`src/rtl/switch_debounce.sv`:
```
`default_nettype none
// ============================================================================
// Module  : switch_debounce
// Brief   : Multi-channel pad synchroniser and debouncer producing a clean
//           level, one-cycle press/release pulses and a press toggle per bit.
// Rev     : 1.0  initial release
// ============================================================================
module switch_debounce #(
  parameter int WIDTH           = 4,
  parameter int DEBOUNCE_CYCLES = 1000000,
  parameter bit ACTIVE_LOW      = 1'b1,
  parameter bit RESET_LEVEL     = 1'b0
) (
  input  logic             clk_50mhz,
  input  logic             rst,
  input  logic [WIDTH-1:0] sw_raw,
  output logic [WIDTH-1:0] sw_level,
  output logic [WIDTH-1:0] sw_rise,
  output logic [WIDTH-1:0] sw_fall,
  output logic [WIDTH-1:0] sw_toggle
);

  localparam int                 c_clog  = $clog2(DEBOUNCE_CYCLES);
  localparam int                 c_cnt_w = (c_clog < 1) ? 1 : c_clog;
  localparam logic [c_cnt_w-1:0] c_last  = c_cnt_w'(DEBOUNCE_CYCLES - 1);

  logic [WIDTH-1:0] w_cond;
  logic [WIDTH-1:0] r_sync1;
  logic [WIDTH-1:0] r_sync2;

  // Polarity correction ahead of the synchroniser so "pressed" is always 1.
  assign w_cond = sw_raw ^ {WIDTH{ACTIVE_LOW}};

  always_ff @(posedge clk_50mhz or posedge rst) begin
    if (rst) begin
      r_sync1 <= {WIDTH{RESET_LEVEL}};
      r_sync2 <= {WIDTH{RESET_LEVEL}};
    end else begin
      r_sync1 <= w_cond;
      r_sync2 <= r_sync1;
    end
  end

  generate
    for (genvar i = 0; i < WIDTH; i++) begin : g_chan
      logic [c_cnt_w-1:0] r_cnt;
      logic               r_level;
      logic               r_rise;
      logic               r_fall;
      logic               r_toggle;
      logic               w_s2;

      assign w_s2 = r_sync2[i];

      // Counter runs only while the synchronised input disagrees with the
      // accepted level; any agreement restarts the qualification window.
      always_ff @(posedge clk_50mhz or posedge rst) begin
        if (rst) begin
          r_cnt    <= '0;
          r_level  <= RESET_LEVEL;
          r_rise   <= 1'b0;
          r_fall   <= 1'b0;
          r_toggle <= 1'b0;
        end else if (w_s2 == r_level) begin
          r_cnt  <= '0;
          r_rise <= 1'b0;
          r_fall <= 1'b0;
        end else if (r_cnt == c_last) begin
          r_cnt    <= '0;
          r_level  <= w_s2;
          r_rise   <= w_s2;
          r_fall   <= ~w_s2;
          r_toggle <= r_toggle ^ w_s2;
        end else begin
          r_cnt  <= r_cnt + c_cnt_w'(1);
          r_rise <= 1'b0;
          r_fall <= 1'b0;
        end
      end

      assign sw_level[i]  = r_level;
      assign sw_rise[i]   = r_rise;
      assign sw_fall[i]   = r_fall;
      assign sw_toggle[i] = r_toggle;
    end
  endgenerate

endmodule
`default_nettype wire

```
`config.mk`:
```
export PLATFORM = sky130hd
export DESIGN_NAME = switch_debounce
export DESIGN_NICKNAME = d
export VERILOG_FILES = /design/src/rtl/switch_debounce.sv
export SDC_FILE = /design/constraint.sdc
export NUM_CORES = 1
export LEC_CHECK = 0
export ABC_AREA = 1
export CAP_MARGIN = 20
export CORE_ASPECT_RATIO = 1.5
export CORE_MARGIN = 3
export CORE_UTILIZATION = 55
export CTS_CLUSTER_DIAMETER = 120
export DETAILED_ROUTE_END_ITERATION = 6
export PLACE_DENSITY_LB_ADDON = 0.3
export SLEW_MARGIN = 15
export SYNTH_ARGS = -nofsm -noshare
export SYNTH_HDL_FRONTEND = slang
export SYNTH_SLANG_ARGS = --single-unit
export TNS_END_PERCENT = 10
```
`constraint.sdc`:
```
create_clock -name clk_50mhz -period 3.81 [get_ports clk_50mhz]
set_clock_uncertainty 0.2 [all_clocks]
set_input_delay 0.762 -clock clk_50mhz [delete_from_list [all_inputs] [get_ports clk_50mhz]]
set_output_delay 0.762 -clock clk_50mhz [all_outputs]
set_load 0.02 [all_outputs]
```
# [Word level (Yosys, flattened, before mapping)]
# Cells that the tools add are included.
[totals] register_bits=104 latch_bits=0 ram_bits=0 romBits=0 in_bits=6 output_inout_bits=16 word_cells=75 mem_count=0
[classes] addsub=4 mul=0 div=0 n_lt_le_gt_ge=0 eq_ne=8 shifts=0 n_mux=24 bitwise_logic=13 n_reduce_logical=4
[op_table] op="$mux W20" count=8
[op_table] op="$add A20 B1 Y20 const B" count=4
[op_table] op="$eq A20 B20 Y1 const B" count=4
[op_table] op="$mux W1" count=16
[op_table] op="$not A1 Y1" count=8
[op_table] op="$reduce_and A2 Y1" count=4
[op_table] op="$eq A1 B1 Y1" count=4
[op_table] op="$not A4 Y4" count=1
[op_table] op="$xor A1 B1 Y1" count=4

# [Longest topological paths before layout]
# Gate-level depths: netlist of the first run.
[logic_depth] ltp_word=3 ltp_mapped=9 depth_no_buf=9

# [Worst setup path before layout of the first run]
# No wires, ideal clock.
[synth_path] path_type="register to register" startpoint="register g_chan[2].r_cnt[0]" endpoint="register g_chan[2].r_toggle" setup_time_ps=119 t_arrival_ps=1196 path_slack_ps=2295 path_stages_with_launch=9 synth_period_minus_slack_ps=1515 path_cell_list="dfrtp_1 ha_1 nand2_1 nor2_4 nand2_4 nor2_4 nand2_1 o21ai_1 nand2_1"
[synth_between] elab_chain_len=2
[synth_lines] element="from (decl)" line="46" rtl="logic [c_cnt_w-1:0] r_cnt;"
[synth_lines] element="from (signal assigned)" line="75" rtl="r_cnt <= r_cnt + c_cnt_w'(1);"
[synth_lines] element="$eq A20 B20 Y1" line="68" rtl="end else if (r_cnt == c_last) begin"
[synth_lines] element="$reduce_and A2 Y1 (no line)"
[synth_lines] element="to (signal assigned)" line="73" rtl="r_toggle <= r_toggle ^ w_s2;"
[synth_lines] element="to (decl)" line="50" rtl="logic r_toggle;"
# No other way between the ends.
# A chain may end at the register's enable or synchronous reset.

# [Worst setup path in the final report of the first run]
[layout_path] startpoint="register g_chan[1].r_level" endpoint="output port sw_level[1]"
[layout_rtl] element="from (decl)" line="47" rtl="logic r_level;"
[layout_rtl] element="from (signal assigned)" line="70" rtl="r_level <= w_s2;"
[layout_rtl] element="to (decl)" line="17" rtl="output logic [WIDTH-1:0] sw_level,"
# No word-level cell between the ends.

==> run metrics, run 1 <==
Lkg Pwr around 2.7 nW; sequential cell area fraction in the yosys report a little under half; Worst-path clk slew 0.07 ns; most common cell after layout, fill and taps aside nor2_1; pwr/cell area 351 mW/mm^2; WL/cell between 10 and 15 um; vias per cell between 5 and 6; flops & latches, synth around 100; Resized Gates After CTS 0; number of fill cells in the layout ~830; CP Launch Type flop; GPL Wtd Cong approximately 0.96; Final Cycle Share 60.9%; Detailed Route Iter0 Violations 227; vias in the first global route approximately 4.6k; GRT Total Usage between 20% and 30%; R2R depth 5; share of cells above drive strength 1 about 11%; worst hold-check path type reg2reg; ANT cells 0; clk_lat worst skew approximately 0.34 ns; Detailed Place HPWL a little under 8000 um; grt total ovfl 0; CTS tree built; Crit path largest cell delay 0.62 ns; # setup viols final 0; clock tree buffer depth 2; Die Width roughly 88 um; most frequent cells in the layout nor2_1, nand2_1, dfrtp_1; postcts setup bufs 0; clock tree sinks 104; final setup margin 1.49 ns; IO Port Bufs 21; pre-CTS setup slack roughly 1.6 ns; Root Driver clkbuf_16; synthesized instance count roughly 710; min cycle time layout between 2 and 2.5 ns; initial antenna violation count 0; Area Growth Syn to Fin 10.2%; WP buf/inv 1; RSZ-0062 raised after global routing no; via count 4440; WP data required around 2.9 ns; critical path's top delay family buffers and inverters; detailed-router iteration count before antenna repair 5; worst-path fanout max 4; # DRC 0; slew at the pin closest to its max-slew limit between 0.6 and 0.7 ns; core area around 0.01 mm^2; Max Cap Violations 0; Cell Rows 44; Hold Path Cell Cnt 0; number of CTS-inserted buffers 9; status complete, no violations; Slew headroom between 50% and 60%; Ports 22; Distinct cells, synth 25; Reg2Reg Setup Slack between 2 and 2.5 ns; Die H between 100 and 150 um; Critical Path End Type output port; Hold Buf Count CTS 0; Stages on worst setup path 1; final-report max-slew violation count 0; Max VDD drop between 0.2 and 0.3 mV; mapped cell area 0.00560 mm^2; crit path cell chain clkdlybuf4s50_1; mean post-synth cell area between 7 and 8 um^2; YS warnings 0; Layout Nets around 740; global-route wire length before repair slightly below 20000 um; Slowest cell on crit path clkdlybuf4s50_1; Syn Nets 721; H-tree depth 3; initial core utilization between 50% and 60%; WL final approximately 11000 um; Core Util, Final a little over three fifths; Detail Route Antenna Nets 0; setup_tns 0 ns; Crit Path Class reg2out; pin count of the biggest net entering global routing 59; f_max 0.431 GHz; Hold Vio Cnt, Final 0; die area roughly 0.011 mm^2; Crit path arrival time around 1.4 ns
==> cell families (layout without fill, tap and decap cells) <==
family / Yosys count / count (layout) / synth area share [%]
and+or+nand+nor: 435 / 435 / 36.0
DFF: 104 / 104 / 46.4
buffers and inverters: 99 / 121 / 7.70
xor gates and xnor gates: 36 / 36 / 5.63
AOI/OAI and AO/OA: 33 / 33 / 3.28
adders and majority gates: 4 / 4 / 0.893
==> routing by layer <==
metal,global-route usage (%),wire [um],vias to the layer above
met5,0,0,-
met4,8.19,242,0
met3,4.01,380,20
met2,37.1,5670,95
met1,25.1,4500,2091
li1,-,-,2234
==> flip-flops by register name, indices dropped and copies added (netlist names) <==
| name | count |
|---|---|
| r_sync1 | 4 |
| g_chan.r_level | 4 |
| g_chan.r_cnt | 80 |
| g_chan.r_fall | 4 |
| g_chan.r_toggle | 4 |
| r_sync2 | 4 |
| g_chan.r_rise | 4 |
==> through the flow <==
stage,area [um^2],hold slack (ns),power [mW],std cells
finish,6170,0.148,2.17,848
global route,6170,0.160,2.25,848
CTS,6170,0.152,2.19,848
detailed placement,5860,0.136,1.23,832
global placement,5860,0.132,1.23,832
floorplan,5600,0.131,1.20,711
==> power by group <==
| group | switching [mW] | total [mW] | leakage (nW) | internal [mW] |
|---|---|---|---|---|
| Clock | 0.390 | 0.963 | 0.156 | 0.573 |
| Combinational | 0.0551 | 0.0769 | 1.09 | 0.0218 |
| Sequential | 0.00974 | 1.13 | 1.42 | 1.12 |
| Total | 0.454 | 2.17 | 2.67 | 1.71 |
==> Yosys cell counts <==
cell	n	share of area (%)
nand2_2	13	1.5
nor3b_1	4	0.54
and3_1	1	0.11
o21ai_0	7	0.63
o21ai_1	8	0.71
a21oi_4	1	0.29
xnor2_1	11	1.7
inv_1	77	5.2
nor2_4	11	2.2
nand3_1	53	4.7
nor2_1	167	11
dfrtp_1	104	46
nand3b_1	4	0.54
ha_1	4	0.89
nand4_1	12	1.3
a21oi_1	14	1.3
nor2_2	24	2.7
nand2_1	124	8.3
inv_2	6	0.40
xor2_1	25	3.9
nand2_4	4	0.80
buf_4	16	2.1
nor3_1	12	1.1
o21bai_1	3	0.40
nand3_2	6	1.1
==> cell type report <==
type,count,area [um^2],area share (%)
well taps,115,144,2.33
inverters,83,314,5.09
clock inverters,6,83.8,1.36
multi-input cells,508,2570,41.6
clock buffers,10,229,3.71
flip-flops and latches,104,2600,42.2
repair buffers,22,230,3.73
==> worst paths after layout <==
check	from	end
max reg2reg	g_chan[1].r_cnt[0]	g_chan[1].r_fall
min reg2reg	r_sync1[3]	r_sync2[3]
min	r_sync1[3]	r_sync2[3]
max in group asynchronous	rst	g_chan[1].r_cnt[19]
max	g_chan[1].r_level	sw_level[1]
min in group asynchronous	rst	g_chan[3].r_cnt[8]
Note: power is estimated with default switching activity, not from simulation.
==> run 2, diff against run 1 <==
--- a/config.mk
+++ b/config.mk
@@ -9,7 +9,7 @@
 export CAP_MARGIN = 20
 export CORE_ASPECT_RATIO = 1.5
 export CORE_MARGIN = 3
-export CORE_UTILIZATION = 55
+export CORE_UTILIZATION = 60
 export CTS_CLUSTER_DIAMETER = 120
 export DETAILED_ROUTE_END_ITERATION = 6
 export PLACE_DENSITY_LB_ADDON = 0.3
==> constraint.sdc (replaced) <==
create_clock -name clk_50mhz -period 2.36 [get_ports clk_50mhz]
set_clock_uncertainty 0.2 [all_clocks]
set_input_delay 0.472 -clock clk_50mhz [delete_from_list [all_inputs] [get_ports clk_50mhz]]
set_output_delay 0.472 -clock clk_50mhz [all_outputs]
set_load 0.02 [all_outputs]
==> run 2 against run 1 <==
Compared with the run above:
- power rose by 60%
- routed wire length is 5.7% higher
- clock power is 58% higher
- worst setup slack got worse by 1.2 ns
- final cell count stayed put
- combinational power up 69%
- non-clock buffer count increased by 5
- hold slack better by 0.011 ns
- first-iteration DRC count grew 35%
- sequential cell count unchanged
- critical path depth unchanged
- largest cell class unchanged
==> run metrics, run 2 (synthesis gave the netlist of run 1 again) <==
Detailed Place HPWL 8550 um (+7.7%); Root Driver clkbuf_16; worst hold-check path type reg2reg; Layout Nets 743 (+0.68%); most frequent cells in the layout nor2_1, nand2_1, dfrtp_1; f_max roughly 0.49 GHz; Max VDD drop 0.416 mV (+66%); pin count of the biggest net entering global routing 43 (-27%); Sequential Area 0.00260 mm^2 (unchanged); WP buf/inv 1 (unchanged); Crit path largest cell delay 0.63 ns (about the same); GRT Total Usage 23.1% (+2.0 points); H-tree depth 3 (unchanged); grt total ovfl 0 (unchanged); clock tree sinks 104 (unchanged); slew at the pin closest to its max-slew limit 0.480 ns (-0.196 ns); Ports 22 (unchanged); Resized Gates After CTS 0 (unchanged); Max Cap Violations 0 (unchanged); Slowest cell on crit path clkdlybuf4s50_1; initial core utilization 62.4% (+5.2 points); CP Launch Type flop; Area Growth Syn to Fin 10.5%; CTS tree built; GPL Wtd Cong 0.934 (-2.8%); worst-path fanout max 3 (-1); WL final 11400 um (+5.7%); setup_tns 0 ns (unchanged); Critical Path End Type output port; number of CTS-inserted buffers 9 (unchanged); vias per cell 5.42 (+3.4%); initial antenna violation count 0 (unchanged); largest reg by FF count g_chan.r_cnt; postcts setup bufs 0 (unchanged); Crit Path Class reg2out; cell area after layout 0.00619 mm^2 (+0.32%); Die H 124 um (-4.1%); most common cell after layout, fill and taps aside nor2_1; Worst-path clk slew 0.07 ns (about the same); # setup viols final 0 (unchanged); core area 0.00899 mm^2 (-8.3%); share of cells above drive strength 1 11.7% (+0.47 points); Crit path arrival time 1.37 ns (about the same); critical path's top delay family buffers and inverters; crit path cell chain clkdlybuf4s50_1; placed inst area 0.00589 mm^2 (+0.56%); WL/cell 13.5 um (+5.7%); via count 4593 (+3.4%); clock tree buffer depth 2 (unchanged); IO Port Bufs 21 (unchanged); Slew headroom 67.9% (+13 points); Hold Slack 0.159 ns (+0.0110 ns); Reg2Reg Setup Slack 0.63 ns (-1.39 ns); Hold Vio Cnt, Final 0 (unchanged); ANT cells 0 (unchanged); post-route insts no fill 848 (unchanged); Detailed Route Iter0 Violations 306 (+35%); Multi-input gate area 0.00257 mm^2 (unchanged); # DRC 0 (unchanged); Detail Route Antenna Nets 0 (unchanged); max reg flops 80 (unchanged); Die Width 84.9 um (-4.0%); Hold Buf Count CTS 0 (unchanged); vias in the first global route 4579 (+0.13%); Lkg Pwr 2.68 nW (+0.49%); number of fill cells in the layout 722 (-13%); Final Cycle Share between 80 and 90%; status complete, no violations; RSZ-0062 raised after global routing no; detailed-router iteration count before antenna repair 5 (unchanged); dpl cells 832 (unchanged); final-report max-slew violation count 0 (unchanged); Cell Rows 42 (-4.5%); global-route wire length before repair 20000 um (+3.4%); pwr/cell area 560 mW/mm^2 (+59%); WP data required 1.69 ns (-1.16 ns); min cycle time layout between 2 and 2.5 ns; clk_lat worst skew 0.34 ns (about the same); die area 0.0106 mm^2 (-7.9%)
-- run 2: cell count changes in the layout (fill, tap and decap cells not counted), sizes merged --
cell,previous run,this run
clkinv,4,2
bufinv,2,1
clkbuf,10,13
clkinvlp,0,1
buf,1,6
inv,83,82
-- run 2: layout make-up --
class / count / area share, %
timing repair buffer: 27 / 4.32
tap: 110 / 2.22
multi-input combinational: 508 / 41.5
clock inverter: 3 / 0.647
sequential: 104 / 42.0
inverter: 83 / 5.09
clock buffer: 13 / 4.20
-- run 2: through the flow --
| step | util [%] | worst slack, ns | total power [mW] |
|---|---|---|---|
| after CTS | 68.9 | 0.304 | 3.49 |
| after floorplan | - | 0.442 | 1.94 |
| after global placement | 65.6 | 0.689 | 1.98 |
| after detailed placement | 65.6 | 0.651 | 1.99 |
| final | 68.9 | 0.314 | 3.47 |
| after global routing | 68.9 | 0.273 | 3.58 |
-- run 2: metal layers --
metal / GRT usage, % / wire, um / up-vias
met3: 3.18 / 413 / 32
met1: 28.0 / 4650 / 2181
met4: 11.5 / 329 / 0
li1: - / - / 2260
met2: 39.6 / 6020 / 120
met5: 0 / 0 / -
-- run 2: worst register-to-register path: cells and delay by family (launching register included) --
kind	cells	cell delay, ns
simple gates	7	0.83
flops	1	0.38
fa+ha+maj	1	0.21
-- run 2: path summary, 6_finish.rpt --
kind	start	end	cells past startpoint
min	r_sync1[1]	r_sync2[1]	0
min in group asynchronous	rst	g_chan[2].r_cnt[10]	2
max in group asynchronous	rst	r_sync1[3]	3
max reg2reg	g_chan[1].r_cnt[0]	g_chan[1].r_cnt[5]	8
max	g_chan[2].r_toggle	sw_toggle[2]	1
min reg2reg	r_sync1[1]	r_sync2[1]	0
-- run 2: report_power, final --
part	switching, mW	internal, mW	total [mW]	leakage [nW]
combinational	0.0893	0.0407	0.130	1.11
clock	0.638	0.878	1.52	0.150
sequential	0.0172	1.81	1.82	1.42
total	0.745	2.72	3.47	2.68
==> run 3, diff against run 2 <==
--- a/config.mk
+++ b/config.mk
@@ -17,4 +17,4 @@
 export SYNTH_ARGS = -nofsm -noshare
 export SYNTH_HDL_FRONTEND = slang
 export SYNTH_SLANG_ARGS = --single-unit
-export TNS_END_PERCENT = 10
+export TNS_END_PERCENT = 50
==> results of run 3 <==
Same layout as run 2: the final DEF is identical, and so are final timing and power.
